[src/rtl/accum_pkg.sv]
`default_nettype none
// ============================================================================
// Module   : accum_pkg
// Brief    : Shared state encoding and width helper for the frame accumulator.
// Revision : 1.0 - initial release
// ============================================================================
package accum_pkg;

    localparam logic [1:0] ST_IDLE  = 2'd0;
    localparam logic [1:0] ST_ACCUM = 2'd1;
    localparam logic [1:0] ST_HOLD  = 2'd2;

    typedef enum logic [1:0] {
        S_IDLE  = ST_IDLE,
        S_ACCUM = ST_ACCUM,
        S_HOLD  = ST_HOLD
    } state_t;

    function automatic int clog2(input int value);
        int r;
        r = 0;
        while ((1 << r) < value) begin
            r = r + 1;
        end
        return r;
    endfunction

endpackage
`default_nettype wire

[src/rtl/accum_add_core.sv]
`default_nettype none
// ============================================================================
// Module   : accum_add_core
// Brief    : Combinational N-bit unsigned adder with carry in and carry out.
// Revision : 1.0 - initial release
// ============================================================================
module accum_add_core #(
    parameter int N = 8
) (
    input  logic [N-1:0] a_i,
    input  logic [N-1:0] b_i,
    input  logic         ci_i,
    output logic [N-1:0] sum_o,
    output logic         co_o
);

    logic [N:0] w_sum;

    assign w_sum = {1'b0, a_i} + {1'b0, b_i} + {{N{1'b0}}, ci_i};
    assign sum_o = w_sum[N-1:0];
    assign co_o  = w_sum[N];

endmodule
`default_nettype wire

[src/rtl/accum_nbit_frame.sv]
`default_nettype none
// ============================================================================
// Module   : accum_nbit_frame
// Brief    : Sums CNT accepted operands per frame and presents the sum plus a
//            sticky carry flag; define ACCUM_SAT_EN to saturate on overflow.
// Revision : 1.0 - initial release
// ============================================================================
module accum_nbit_frame
    import accum_pkg::*;
#(
    parameter int N   = 8,
    parameter int CNT = 4
) (
    input  logic         clk,
    input  logic         rst,
    input  logic         in_valid_i,
    output logic         in_ready_o,
    input  logic [N-1:0] in_data_i,
    output logic         out_valid_o,
    input  logic         out_ready_i,
    output logic [N-1:0] out_sum_o,
    output logic         out_carry_o
);

    localparam int CNT_W = clog2(CNT + 1);

    state_t             state_q, state_d;
    logic [N-1:0]       acc_q, acc_d;
    logic               carry_q, carry_d;
    logic [CNT_W-1:0]   cnt_q, cnt_d;

    logic               w_accept;
    logic [N-1:0]       w_sum;
    logic               w_co;
    logic [N-1:0]       w_acc_step;

    accum_add_core #(
        .N (N)
    ) u_add (
        .a_i   (acc_q),
        .b_i   (in_data_i),
        .ci_i  (1'b0),
        .sum_o (w_sum),
        .co_o  (w_co)
    );

`ifdef ACCUM_SAT_EN
    assign w_acc_step = w_co ? {N{1'b1}} : w_sum;
`else
    assign w_acc_step = w_sum;
`endif

    // Handshake outputs decode from state only; out_ready never reaches in_ready.
    assign in_ready_o  = (state_q != S_HOLD);
    assign out_valid_o = (state_q == S_HOLD);
    assign out_sum_o   = acc_q;
    assign out_carry_o = carry_q;
    assign w_accept    = in_valid_i && in_ready_o;

    always_comb begin
        state_d = state_q;
        acc_d   = acc_q;
        carry_d = carry_q;
        cnt_d   = cnt_q;
        case (state_q)
            S_IDLE: begin
                if (w_accept) begin
                    acc_d   = in_data_i;
                    carry_d = 1'b0;
                    cnt_d   = CNT_W'(1);
                    state_d = (CNT == 1) ? S_HOLD : S_ACCUM;
                end
            end
            S_ACCUM: begin
                if (w_accept) begin
                    acc_d   = w_acc_step;
                    carry_d = carry_q | w_co;
                    cnt_d   = cnt_q + CNT_W'(1);
                    if (cnt_q == CNT_W'(CNT - 1)) begin
                        state_d = S_HOLD;
                    end
                end
            end
            S_HOLD: begin
                if (out_ready_i) begin
                    state_d = S_IDLE;
                    cnt_d   = '0;
                end
            end
            default: begin
                state_d = S_IDLE;
            end
        endcase
    end

    always_ff @(posedge clk) begin
        if (rst) begin
            state_q <= S_IDLE;
            acc_q   <= '0;
            carry_q <= 1'b0;
            cnt_q   <= '0;
        end else begin
            state_q <= state_d;
            acc_q   <= acc_d;
            carry_q <= carry_d;
            cnt_q   <= cnt_d;
        end
    end

endmodule
`default_nettype wire

[config.mk]
export PLATFORM = sky130hd
export DESIGN_NAME = accum_nbit_frame
export DESIGN_NICKNAME = d
export VERILOG_FILES = /design/src/rtl/accum_pkg.sv /design/src/rtl/accum_add_core.sv /design/src/rtl/accum_nbit_frame.sv
export SDC_FILE = /design/constraint.sdc
export NUM_CORES = 1
export LEC_CHECK = 0
export ABC_AREA = 1
export CORE_MARGIN = 2
export CORE_UTILIZATION = 40
export CTS_BUF_LIST = sky130_fd_sc_hd__clkbuf_4
export DETAILED_ROUTE_END_ITERATION = 8
export GPL_ROUTABILITY_DRIVEN = 0
export PLACE_DENSITY_LB_ADDON = 0.08
export SYNTH_ARGS = -nofsm -noshare
export SYNTH_HDL_FRONTEND = slang
export SYNTH_SLANG_ARGS = --single-unit
[constraint.sdc]
create_clock -name clk -period 3.8 [get_ports clk]
set_clock_uncertainty 0.1 [all_clocks]
set_input_delay 0.76 -clock clk [delete_from_list [all_inputs] [get_ports clk]]
set_output_delay 0.76 -clock clk [all_outputs]
set_load 0.05 [all_outputs]
Word-level counts from Yosys, hierarchy flattened
Cells that the tools add are included.
Cells by class
  multiplexer cells: 15
  reductions and logical operators: 7
  eq/ne operators: 8
  add/sub/neg operators: 2
  bitwise gates (word level): 1
Operators by type and width (number)
  $mux 8: 2
  $pmux 8 s2: 1
  $add 8x8->9: 1
  $mux 3: 3
  $pmux 3 s3: 1
  $mux 2: 4
  $ne 2x2->1 const B: 4
  $reduce_and 4->1: 2
  $pmux 2 s3: 1
  $add 3x1->3 const B: 1
  $eq 3x2->1 const B: 1
  $reduce_and 3->1: 1
  $reduce_bool 3->1: 1
  $eq 2x1->1 const B: 1
  $eq 2x2->1 const B: 1
  $logic_not 2->1: 1
  $mux 1: 2
  $ne 2x1->1 const B: 1
  $pmux 1 s2: 1
  $reduce_bool 2->1: 1
  $logic_and 1x1->1: 1
  $or 1x1->1: 1
Word-level totals
  input port bits: 12
  output and inout port bits: 11
  register bits: 14

Longest topological paths before layout
Gate-level depths: netlist of run 1.
  depth in word-level cells: 4
  gate-level depth with buffers: 11
  gate-level depth less buffers: 11

Cells and area by module
From an unflattened synthesis of run 1, not the netlist that was laid out.
Second synthesis, totals
  cells, all modules: 194
  area total of the unflattened synthesis: 1341.3 µm²
By module, submodules not included
  accum_nbit_frame: instances 1, cells each 135, seq. area each 280.3 µm², area an instance 957.2 µm²
  accum_add_core: instances 1, cells each 59, seq. area each 0.0 µm², area an instance 384.1 µm²

Worst setup path before layout of run 1
OpenSTA, ideal clock, no wires.
  kind: input port to flip-flop
  from: input in_data_i[0]
  to: register acc_q[6] (netlist: out_sum_o[6])
  path buffers: 0
  slack: 1.694 ns
  setup time: 0.129 ns
  stages: 11
  arrival: 1.877 ns
  data required time: 3.571 ns
  cell sequence: ha_1 inv_1 fa_1 inv_1 nand2_1 o21ai_2 nand2_1 nand2_1 nand2_1 nand3_1 a21oi_2
Between the ends
  cells in the longest elaborated chain, start to end: 3
RTL lines
  start, declared: RTL line accum_nbit_frame.sv:18  | input logic [N-1:0] in_data_i,
  $add 8x8->9: RTL line accum_add_core.sv:19  | assign w_sum = {1'b0, a_i} + {1'b0, b_i} + {{N{1'b0}}, ci_i};
  $mux 8: RTL line accum_nbit_frame.sv:75  | if (w_accept) begin
  $pmux 8 s2: RTL line accum_nbit_frame.sv:65  | case (state_q)
  end signal, assigned: RTL line accum_nbit_frame.sv:99  | acc_q <= '0;
  end signal, assigned: RTL line accum_nbit_frame.sv:104  | acc_q <= acc_d;
  end, declared: RTL line accum_nbit_frame.sv:28  | logic [N-1:0] acc_q, acc_d;
Every way passes these cells. The select of a mux whose other input is x is not followed.
A chain may end at the register's enable or synchronous reset.

Worst setup path after layout of run 1
  from: register state_q[0]
  to: output in_ready_o
Between the ends
  cells in the longest elaborated chain, start to end: 1
RTL lines
  start, declared: RTL line accum_nbit_frame.sv:27  | state_t state_q, state_d;
  start signal, assigned: RTL line accum_nbit_frame.sv:103  | state_q <= state_d;
  $ne 2x2->1: RTL line accum_nbit_frame.sv:54  | assign in_ready_o = (state_q != S_HOLD);
  end, declared: RTL line accum_nbit_frame.sv:17  | output logic in_ready_o,
Every way passes these cells.

==> results.md, run 1 <==
- Status: complete, no violations
- Routed Antenna Nets: 0
- Register area share after synthesis: 0.2478
- Synth warnings: 0
- CP endpoint kind: output port
- F_max: 361.7 MHz
- Switch share: 0.4496
- Detailed placement HPWL: 1943 um
- Cell Area, Placed: 1379 um2
- CP arrival: 1900 ps
- Die W: 57.18 um
- DRT Wirelength: 2464 um
- Setup bufs post-CTS: 0
- Drt first pass iters: 5
- Pint: 318.1 uW
- Cts hold-fix bufs: 0
- Max-slew violation count: 0
- First-pass GRT wire length: 4312 um
- Tot GR Track Use: 0.1656
- CTS tree: yes
- Fin crit share: 0.7275
- Final Hold Vio Count: 0
- Final setup TNS: 0 ps
- Final core occ: 0.5185
- IO Count: 23
- Synth Area in Compound Gates: 0.1681
- Syn_nets: 191
- DIE AREA: 3269 um2
- Initial Util: 0.4174
- FF+latch count, synth: 14
- Post-Synthesis Cells: 163
- Power density cells: 411.4 nW/um2
- XOR/XNOR Fraction of Synth Area: 0.007743
- Yosys cell types: 30
- Syn Area/Cell: 6.939 um2
- Switching pwr: 259.9 uW
- Critical path peak fanout: 4
- Mapped Area: 1131 um2
- Remaining Overflow, GRT: 0
- Antenna cells: 0
- Core Area: 2710 um2
- DR iter-0 viols: 33
- Reg power frac: 0.321
- VDD IR max: 0.2348 mV
- Total Nets Final: 216
- CP required: 2940 ps
- CP Class: flop to output port
- Worst-margin pin slew: 562.4 ps
- Mux contribution to synthesized area: 0
- Min-delay worst type: flop to flop
- Setup WS pre-CTS: 1084 ps
- Clk slew on worst S/H paths: 90 ps
- Clock network fraction of total power: 0.158
- Vias per cell: 4.908
- Share of layout cells above drive strength 1: 0.09626
- Largest net degree at the start of global routing: 13
- Endpoints failing setup: 0
- Avg WL per Cell: 11.30 um
- # clock sinks: 14
- Vias: 1070
- Relative slew slack: 0.6251
- Post-Place Cells: 214
- RSZ-0062 raised after global routing: false
- Worst skew pair latency: 280 ps
- Initial antenna violation count: 0
- Synth Area in Simple Gates: 0.2954
- Clock root buffer: clkbuf_4
- Number of gates resized after CTS: 0
- Fin area: 1405 um2
- Post-Synth Adder-Cell Area: 0.1836
- Post-route DRC: 0
- Logic gate share of total power: 0.521
- H-tree depth reported by CTS: 1
- Total CTS buffers: 3
- Max cap viols: 0
- Min cycle time layout: 2765 ps
- Reg-to-reg setup timing slack: 1920 ps
- Cell Count, Final, Fillers Out: 218
- Largest family of logic cells by synthesized area: simple AND/OR/NAND/NOR gates
- Lkg Pwr: 0.0006588 uW
- Worst setup SP type: flop
- Num rows: 19
- Vias in the first global route: 1043
- Final worst slack: 1035 ps
- Layout area overhead: 24.23%
- Chip height: 57.18 um
- PortBufs: 22
- CTS Buffer Depth: 2
==> cell usage after synthesis, drive strengths merged <==
master / number / area, um2
nand3b: 2 / 15.01
inv: 25 / 98.84
nand3: 9 / 45.04
nor3: 1 / 10.01
nor3b: 1 / 7.510
or2: 2 / 12.51
o21ai: 9 / 60.06
xor2: 1 / 8.760
fa: 1 / 20.02
o22ai: 1 / 6.260
a31oi: 2 / 12.51
nand4: 1 / 6.260
buf: 2 / 11.26
nor2: 20 / 75.07
nand2: 40 / 162.6
dfxtp: 14 / 280.3
ha: 15 / 187.7
a211oi: 2 / 20.02
o21a: 2 / 15.01
o221ai: 1 / 8.760
a21oi: 12 / 67.57
==> path summary, 6_finish.rpt <==
path | to | start | cells after the start
min | cnt_q[2]$_SDFFE_PP0P_ | cnt_q[2]$_SDFFE_PP0P_ | 2
max | in_ready_o | state_q[0]$_SDFFE_PP0P_ | 4
max reg2reg | out_sum_o[1]$_SDFFE_PP0P_ | state_q[1]$_SDFFE_PP0P_ | 7
min reg2reg | cnt_q[2]$_SDFFE_PP0P_ | cnt_q[2]$_SDFFE_PP0P_ | 2
==> stage by stage <==
| step | hold WS (ps) | power, uW |
|---|---|---|
| 3_5_place_dp | 364.1 | 490.6 |
| 4_1_cts | 378.1 | 584.4 |
| 5_1_grt | 409.0 | 626.6 |
| 2_1_floorplan | 335.5 | 414.3 |
| 6_report | 369.6 | 578.0 |
| 3_3_place_gp | 354.3 | 489.4 |
==> layer usage <==
metal | track usage | up-vias | wire length, um
met5 | 0 | - | 0
met4 | 0.07309 | 0 | 41
met3 | 0.02268 | 6 | 66
met2 | 0.2874 | 19 | 1168
met1 | 0.2033 | 468 | 1187
li1 | - | 577 | -
==> sequential cells by signal, indices dropped and copies added (netlist names) <==
register / count
out_sum_o: 8
out_carry_o: 1
state_q: 2
cnt_q: 3
==> power by group through the flow <==
| stage | logic, uW | registers, uW | clock network [uW] |
|---|---|---|---|
| after floorplan | 180 | 234 | 0 |
| after global placement | 301 | 188 | 0 |
| after detailed placement | 302 | 189 | 0 |
| after CTS | 303 | 186 | 95.4 |
| after global routing | 338 | 188 | 100 |
| final | 301 | 186 | 91.2 |
==> cell type report <==
| type | instances | area (um2) |
|---|---|---|
| clock buffers | 3 | 22.52 |
| clock inverters | 1 | 3.754 |
| fillers | 281 | 1305 |
| inverters | 25 | 98.84 |
| multi-input cells | 122 | 740.7 |
| flip-flops and latches | 14 | 280.3 |
| well taps | 31 | 38.79 |
| repair buffers | 22 | 220.2 |
==> worst max-delay path, stage by stage, from the launching register on <==
cell	delay [ps]
dfxtp_1	400
inv_1	100
ha_1	230
inv_2	90
clkdlybuf4s50_1	800
==> cells in the final DEF, fill, tap and decap left out <==
cell             count
a211oi_2             1
o22ai_1              1
a21oi_2              2
o21ai_4              1
o21ai_2              1
a211oi_1             1
nand2_2              2
ha_1                15
o21a_1               2
nand4_1              1
inv_2                4
o21ai_0              7
nand3b_1             2
o221ai_1             1
a31oi_1              2
clkdlybuf4s50_1     22
xor2_1               1
nand2_4              1
nor3_2               1
clkinv_1             1
a21oi_1             10
clkbuf_4             3
inv_4                2
nand2_1             37
nand3_1              9
nor3b_1              1
dfxtp_1             14
nor2_1              20
fa_1                 1
inv_1               19
or2_1                2
==> logic make-up after synthesis <==
logic type	after synthesis
fa+ha+maj	16
simple gates	76
flops	14
compound gates	29
xor+xnor	1
buf+inv	27
Note: power is estimated with default switching activity, not from simulation.
==> inputs of run 2 (changes only) <==
==> constraint.sdc (replaced) <==
create_clock -name clk -period 2.4 [get_ports clk]
set_clock_uncertainty 0.1 [all_clocks]
set_input_delay 0.48 -clock clk [delete_from_list [all_inputs] [get_ports clk]]
set_output_delay 0.48 -clock clk [all_outputs]
set_load 0.05 [all_outputs]
==> results.md, run 2 (synthesis gave the netlist of run 1 again) <==
- DRT Wirelength: 2556 um (+3.7%)
- Commonest non-fill, non-tap cell in the layout: nand2_1
- Clk slew on worst S/H paths: 100 ps (about the same)
- Multi-input gate area: 740.7 um2 (unchanged)
- Critical Path Source: in_data_i[0]
- Chip height: 57.18 um (unchanged)
- Worst Hold Launch: cnt_q[2]$_SDFFE_PP0P_
- RSZ-0062 raised after global routing: false
- First-pass GRT wire length: 4422 um (+2.6%)
- Avg WL per Cell: 11.62 um (+2.8%)
- H-tree depth reported by CTS: 1 (unchanged)
- Endpoints failing setup: 0 (unchanged)
- PortBufs: 22 (unchanged)
- Max-slew violation count: 0 (unchanged)
- Worst-margin pin slew: 575.8 ps (+13.37 ps)
- F_max: 473.9 MHz
- Remaining Overflow, GRT: 0 (unchanged)
- Worst skew pair latency: 280 ps (about the same)
- Min-delay worst type: flop to flop
- Drt first pass iters: 4 (-1)
- Setup bufs post-CTS: 0 (unchanged)
- Largest delay contributor family on the critical path: buffers and inverters
- Fill count: 270 (-3.9%)
- Worst path max stage delay: 490 ps (-310 ps)
- Fin area: 1420 um2 (+1.1%)
- Detailed placement HPWL: 2030 um (+4.5%)
- Routed Antenna Nets: 0 (unchanged)
- Vias: 1114 (+4.1%)
- CTS Buffer Depth: 2 (unchanged)
- Status: complete, no violations
- Critical path peak fanout: 4 (unchanged)
- Final setup TNS: 0 ps (unchanged)
- Min cycle time layout: 2110 ps
- Num rows: 19 (unchanged)
- Fin crit share: 0.8792
- Power density cells: 652.7 nW/um2 (+59%)
- Crit-path slowest cell: clkdlybuf4s50_1
- Core Area: 2710 um2 (unchanged)
- Die W: 57.18 um (unchanged)
- Cell breakdown of the critical path: clkdlybuf4s50_1 -> ha_1 -> inv_1 -> fa_1 -> inv_1 -> nand2_1 -> o21ai_2 -> nand2_1 -> nand3b_1 -> nand3_1 -> a21oi_2
- CP arrival: 2240 ps (+340 ps)
- Most frequent cells in the layout: nand2_1, nor2_1, clkdlybuf4s50_1
- CP Class: input port to flop
- Relative slew slack: 0.6162 (-0.008914)
- Post-route DRC: 0 (unchanged)
- IO Count: 23 (unchanged)
- CP endpoint kind: flop
- Antenna cells: 0 (unchanged)
- DR iter-0 viols: 21 (-36%)
- Lkg Pwr: 0.0006863 uW (+4.2%)
- Vias in the first global route: 1031 (-1.2%)
- CTS tree: yes
- # clock sinks: 14 (unchanged)
- Initial Util: 0.4174 (unchanged)
- Tot GR Track Use: 0.1692 (+0.003601)
- Layout area overhead: 25.55%
- Max reg flops: 8 (unchanged)
- FF-to-FF Start: state_q[1]$_SDFFE_PP0P_
- VDD IR max: 0.3737 mV (+59%)
- Initial antenna violation count: 0 (unchanged)
- Total CTS buffers: 3 (unchanged)
- Clock root buffer: clkbuf_4
- Cell Area, Placed: 1391 um2 (+0.91%)
- Worst hold-check slack: 371.4 ps (+1.830 ps)
- CP required: 2530 ps (-410 ps)
- Largest net degree at the start of global routing: 13 (unchanged)
- DIE AREA: 3269 um2 (unchanged)
- Reg area: 280.3 um2 (unchanged)
- Max cap viols: 0 (unchanged)
- Worst setup SP type: input port
- Share of layout cells above drive strength 1: 0.1111 (+0.01485)
- Total Nets Final: 218 (+0.93%)
- Vias per cell: 5.064 (+3.2%)
- Buf/Inv on CP: 3 (unchanged)
- Final Hold Vio Count: 0 (unchanged)
==> run 2: worst min-delay path, stage by stage (launching register included) <==
cell,delay (ps)
dfxtp_1,310
inv_1,70
a21oi_1,60
==> run 2: power by group <==
part           switching, uW  internal, uW  leakage [uW]
sequential              25.9           268      0.000115
clock                   89.6          60.3     0.0000154
combinational            305           179      0.000556
==> run 2: through the flow <==
| stage | power, uW | utilization | setup slack, ps | std cells |
|---|---|---|---|---|
| 2_1_floorplan | 656.0 | - | 311.8 | 163 |
| 3_3_place_gp | 777.7 | 0.5134 | 40.88 | 216 |
| 4_1_cts | 934.9 | 0.5231 | 50.96 | 220 |
| 6_report | 927.0 | 0.5240 | 290.0 | 220 |
| 5_1_grt | 1000 | 0.5240 | 163.7 | 220 |
| 3_5_place_dp | 784.7 | 0.5134 | 0.3519 | 216 |
==> run 2: final timing paths <==
| check | endpoint | slack (ps) | depth (start not counted) |
|---|---|---|---|
| setup / recovery | out_sum_o[6]$_SDFFE_PP0P_ | 290 | 11 |
| setup reg to reg | out_sum_o[1]$_SDFFE_PP0P_ | 520 | 7 |
| hold reg to reg | cnt_q[2]$_SDFFE_PP0P_ | 370 | 2 |
| hold / removal | cnt_q[2]$_SDFFE_PP0P_ | 370 | 2 |
==> run 2: final cells by class <==
type / count / share of cell area
clock inverter: 1 / 0.002643
inverter: 25 / 0.06960
clock buffer: 3 / 0.01586
multi-input combinational: 122 / 0.5216
sequential: 14 / 0.1974
timing repair buffer: 24 / 0.1656
tap: 31 / 0.02731
==> run 2: layer usage <==
metal | vias to the layer above | global-route usage | wire length (um)
met5 | - | 0 | 0
met4 | 0 | 0.04983 | 15
met3 | 2 | 0.02041 | 116
met2 | 22 | 0.2989 | 1292
met1 | 509 | 0.2157 | 1132
li1 | 581 | - | -
==> run 2: what timing repair did <==
action,4_1_cts,5_1_grt
gates resized for setup,0,1
hold buffers,0,0
endpoints found under the setup margin,0,1
==> inputs of run 3 (changes only) <==
--- a/config.mk
+++ b/config.mk
@@ -12,6 +12,7 @@
 export DETAILED_ROUTE_END_ITERATION = 8
 export GPL_ROUTABILITY_DRIVEN = 0
 export PLACE_DENSITY_LB_ADDON = 0.08
+export SETUP_SLACK_MARGIN = 0.4
 export SYNTH_ARGS = -nofsm -noshare
 export SYNTH_HDL_FRONTEND = slang
 export SYNTH_SLANG_ARGS = --single-unit
==> results.md, run 3 (synthesis gave the netlist of run 1 again) <==
- Status: complete, no violations
- Max-slew violation count: 0 (unchanged)
- Final Hold Vio Count: 0 (unchanged)
- Worst setup SP type: input port
- Detailed placement HPWL: 2016 um (-0.66%)
- Hold EP: cnt_q[2]$_SDFFE_PP0P_
- Crit-path slowest cell: clkdlybuf4s50_1
- Initial Util: 0.4174 (unchanged)
- Drt first pass iters: 4 (unchanged)
- Clock root buffer: clkbuf_4
- CP Class: input port to flop
- Hold path cells: 2 (unchanged)
- H-tree depth reported by CTS: 1 (unchanged)
- Worst R2R End: out_sum_o[1]$_SDFFE_PP0P_
- Crit path depth: 9 (-2)
- Fin crit share: 0.7910 (-0.08815)
- Lkg Pwr: 0.0007067 uW (+3.0%)
- Commonest non-fill, non-tap cell in the layout: nand2_1
- Total Nets Final: 218 (unchanged)
- Num rows: 19 (unchanged)
- Vias: 1089 (-2.2%)
- Initial antenna violation count: 0 (unchanged)
- Vias in the first global route: 1057 (+2.5%)
- CP arrival: 1980 ps (-260 ps)
- # clock sinks: 14 (unchanged)
- Worst skew pair latency: 290 ps (about the same)
- F_max: 526.8 MHz (+11%)
- Max reg flops: 8 (unchanged)
- CTS Buffer Depth: 2 (unchanged)
- Largest delay contributor family on the critical path: simple AND/OR/NAND/NOR gates
- Die W: 57.18 um (unchanged)
- Max cap viols: 0 (unchanged)
- Antenna cells: 0 (unchanged)
- Min-delay worst type: flop to flop
- CP endpoint kind: flop
- Final core occ: 0.5286 (+0.004617)
- Buf/Inv on CP: 1 (-2)
- Remaining Overflow, GRT: 0 (unchanged)
- Relative slew slack: 0.6103 (-0.005857)
- Setup bufs post-CTS: 0 (unchanged)
- DRT Wirelength: 2617 um (+2.4%)
- Tot GR Track Use: 0.1791 (+0.009953)
- CP required: 2490 ps (-40 ps)
- IO Count: 23 (unchanged)
- First-pass GRT wire length: 4540 um (+2.7%)
- Total CTS buffers: 3 (unchanged)
- PortBufs: 22 (unchanged)
- Cell breakdown of the critical path: clkdlybuf4s50_1 -> ha_1 -> or2_1 -> nand3_1 -> nand2_1 -> nand2_1 -> nand3_1 -> nand2_1 -> a21oi_1
- Share of layout cells above drive strength 1: 0.1543 (+0.04314)
- Largest net degree at the start of global routing: 13 (unchanged)
- Endpoints failing setup: 0 (unchanged)
- Cts hold-fix bufs: 0 (unchanged)
- Layout area overhead: 26.66%
- CTS tree: yes
- RSZ-0062 raised after global routing: false
- Worst Hold Launch: cnt_q[2]$_SDFFE_PP0P_
- Overall Power: 918.7 uW (-0.90%)
- Chip height: 57.18 um (unchanged)
- Routed Antenna Nets: 0 (unchanged)
- Worst hold-check slack: 386.3 ps (+14.85 ps)
- Reg2Reg Depth: 7 (unchanged)
- Vias per cell: 4.973 (-1.8%)
- Final setup TNS: 0 ps (unchanged)
- DR iter-0 viols: 38 (+81%)
- FF-to-FF Start: state_q[1]$_SDFFE_PP0P_
- Reg-to-reg setup timing slack: 520 ps (about the same)
- Cell mode on critical path: nand2_1
- Worst-margin pin slew: 584.5 ps (+8.786 ps)
- Min cycle time layout: 1898 ps (-211.6 ps)
- Core Area: 2710 um2 (unchanged)
- Clk slew on worst S/H paths: 90 ps (about the same)
- Power density cells: 641.2 nW/um2 (-1.8%)
- DIE AREA: 3269 um2 (unchanged)
- Avg WL per Cell: 11.95 um (+2.9%)
- VDD IR max: 0.4769 mV (+28%)
- Most frequent cells in the layout: nand2_1, nor2_1, inv_1
- Critical path peak fanout: 3 (-1)
- Worst path max stage delay: 430 ps (-60 ps)
- Post-route DRC: 0 (unchanged)
-- run 3: cell count changes in the layout (fill, tap and decap cells not counted), sizes merged --
cell,change
dlygate4sd2,+10
clkbuf,+1
clkdlybuf4s50,-11
clkinv,-1
-- run 3: power breakdown --
part | internal [uW] | switching [uW]
registers | 268 | 28.3
logic | 173 | 307
clock network | 58.4 | 83.5
-- run 3: what timing repair did --
item | 4_1_cts | 5_1_grt
setup endpoints to repair | 13 | 5
gates resized for setup | 13 | 8
pin swaps | 3 | 2
-- run 3: worst max-delay path by stage --
stage / slack, ps / endpoint / from
detailed placement: 8 / out_sum_o[6]$_SDFFE_PP0P_ / in_data_i[0]
CTS: 330 / out_valid_o / state_q[0]$_SDFFE_PP0P_
finish: 500 / out_sum_o[7]$_SDFFE_PP0P_ / in_data_i[2]
global route: 400 / cnt_q[1]$_SDFFE_PP0P_ / state_q[1]$_SDFFE_PP0P_
floorplan: 420 / out_sum_o[6]$_SDFFE_PP0P_ / out_sum_o[1]$_SDFFE_PP0P_
global placement: 40 / out_sum_o[6]$_SDFFE_PP0P_ / in_data_i[0]
-- run 3: metal layers --
metal	vias up	routed length (um)	global-route usage
met5	-	0	0
met4	0	52	0.06645
met3	6	148	0.06122
met2	24	1181	0.2956
met1	480	1234	0.2160
li1	579	-	-
-- run 3: cell type report --
type | count | area [um2]
clock buffer | 3 | 22.52
fill | 264 | 1277
inverter | 25 | 98.84
multi-input combinational | 122 | 773.2
sequential | 14 | 281.5
tap | 31 | 38.79
timing repair buffer | 24 | 217.7
-- run 3: tightest hold or removal path, stage by stage, from the launching register on --
cell,delay (ps)
dfxtp_1,300
inv_1,80
a21oi_1,60
-- run 3: metrics by stage --
stage	instance area, um2	setup slack, ps	cells
after floorplan	1135	417.9	163
after global placement	1395	42.97	216
after detailed placement	1395	8.117	216
after CTS	1409	330.9	219
after global routing	1433	402.1	219
final	1433	501.6	219
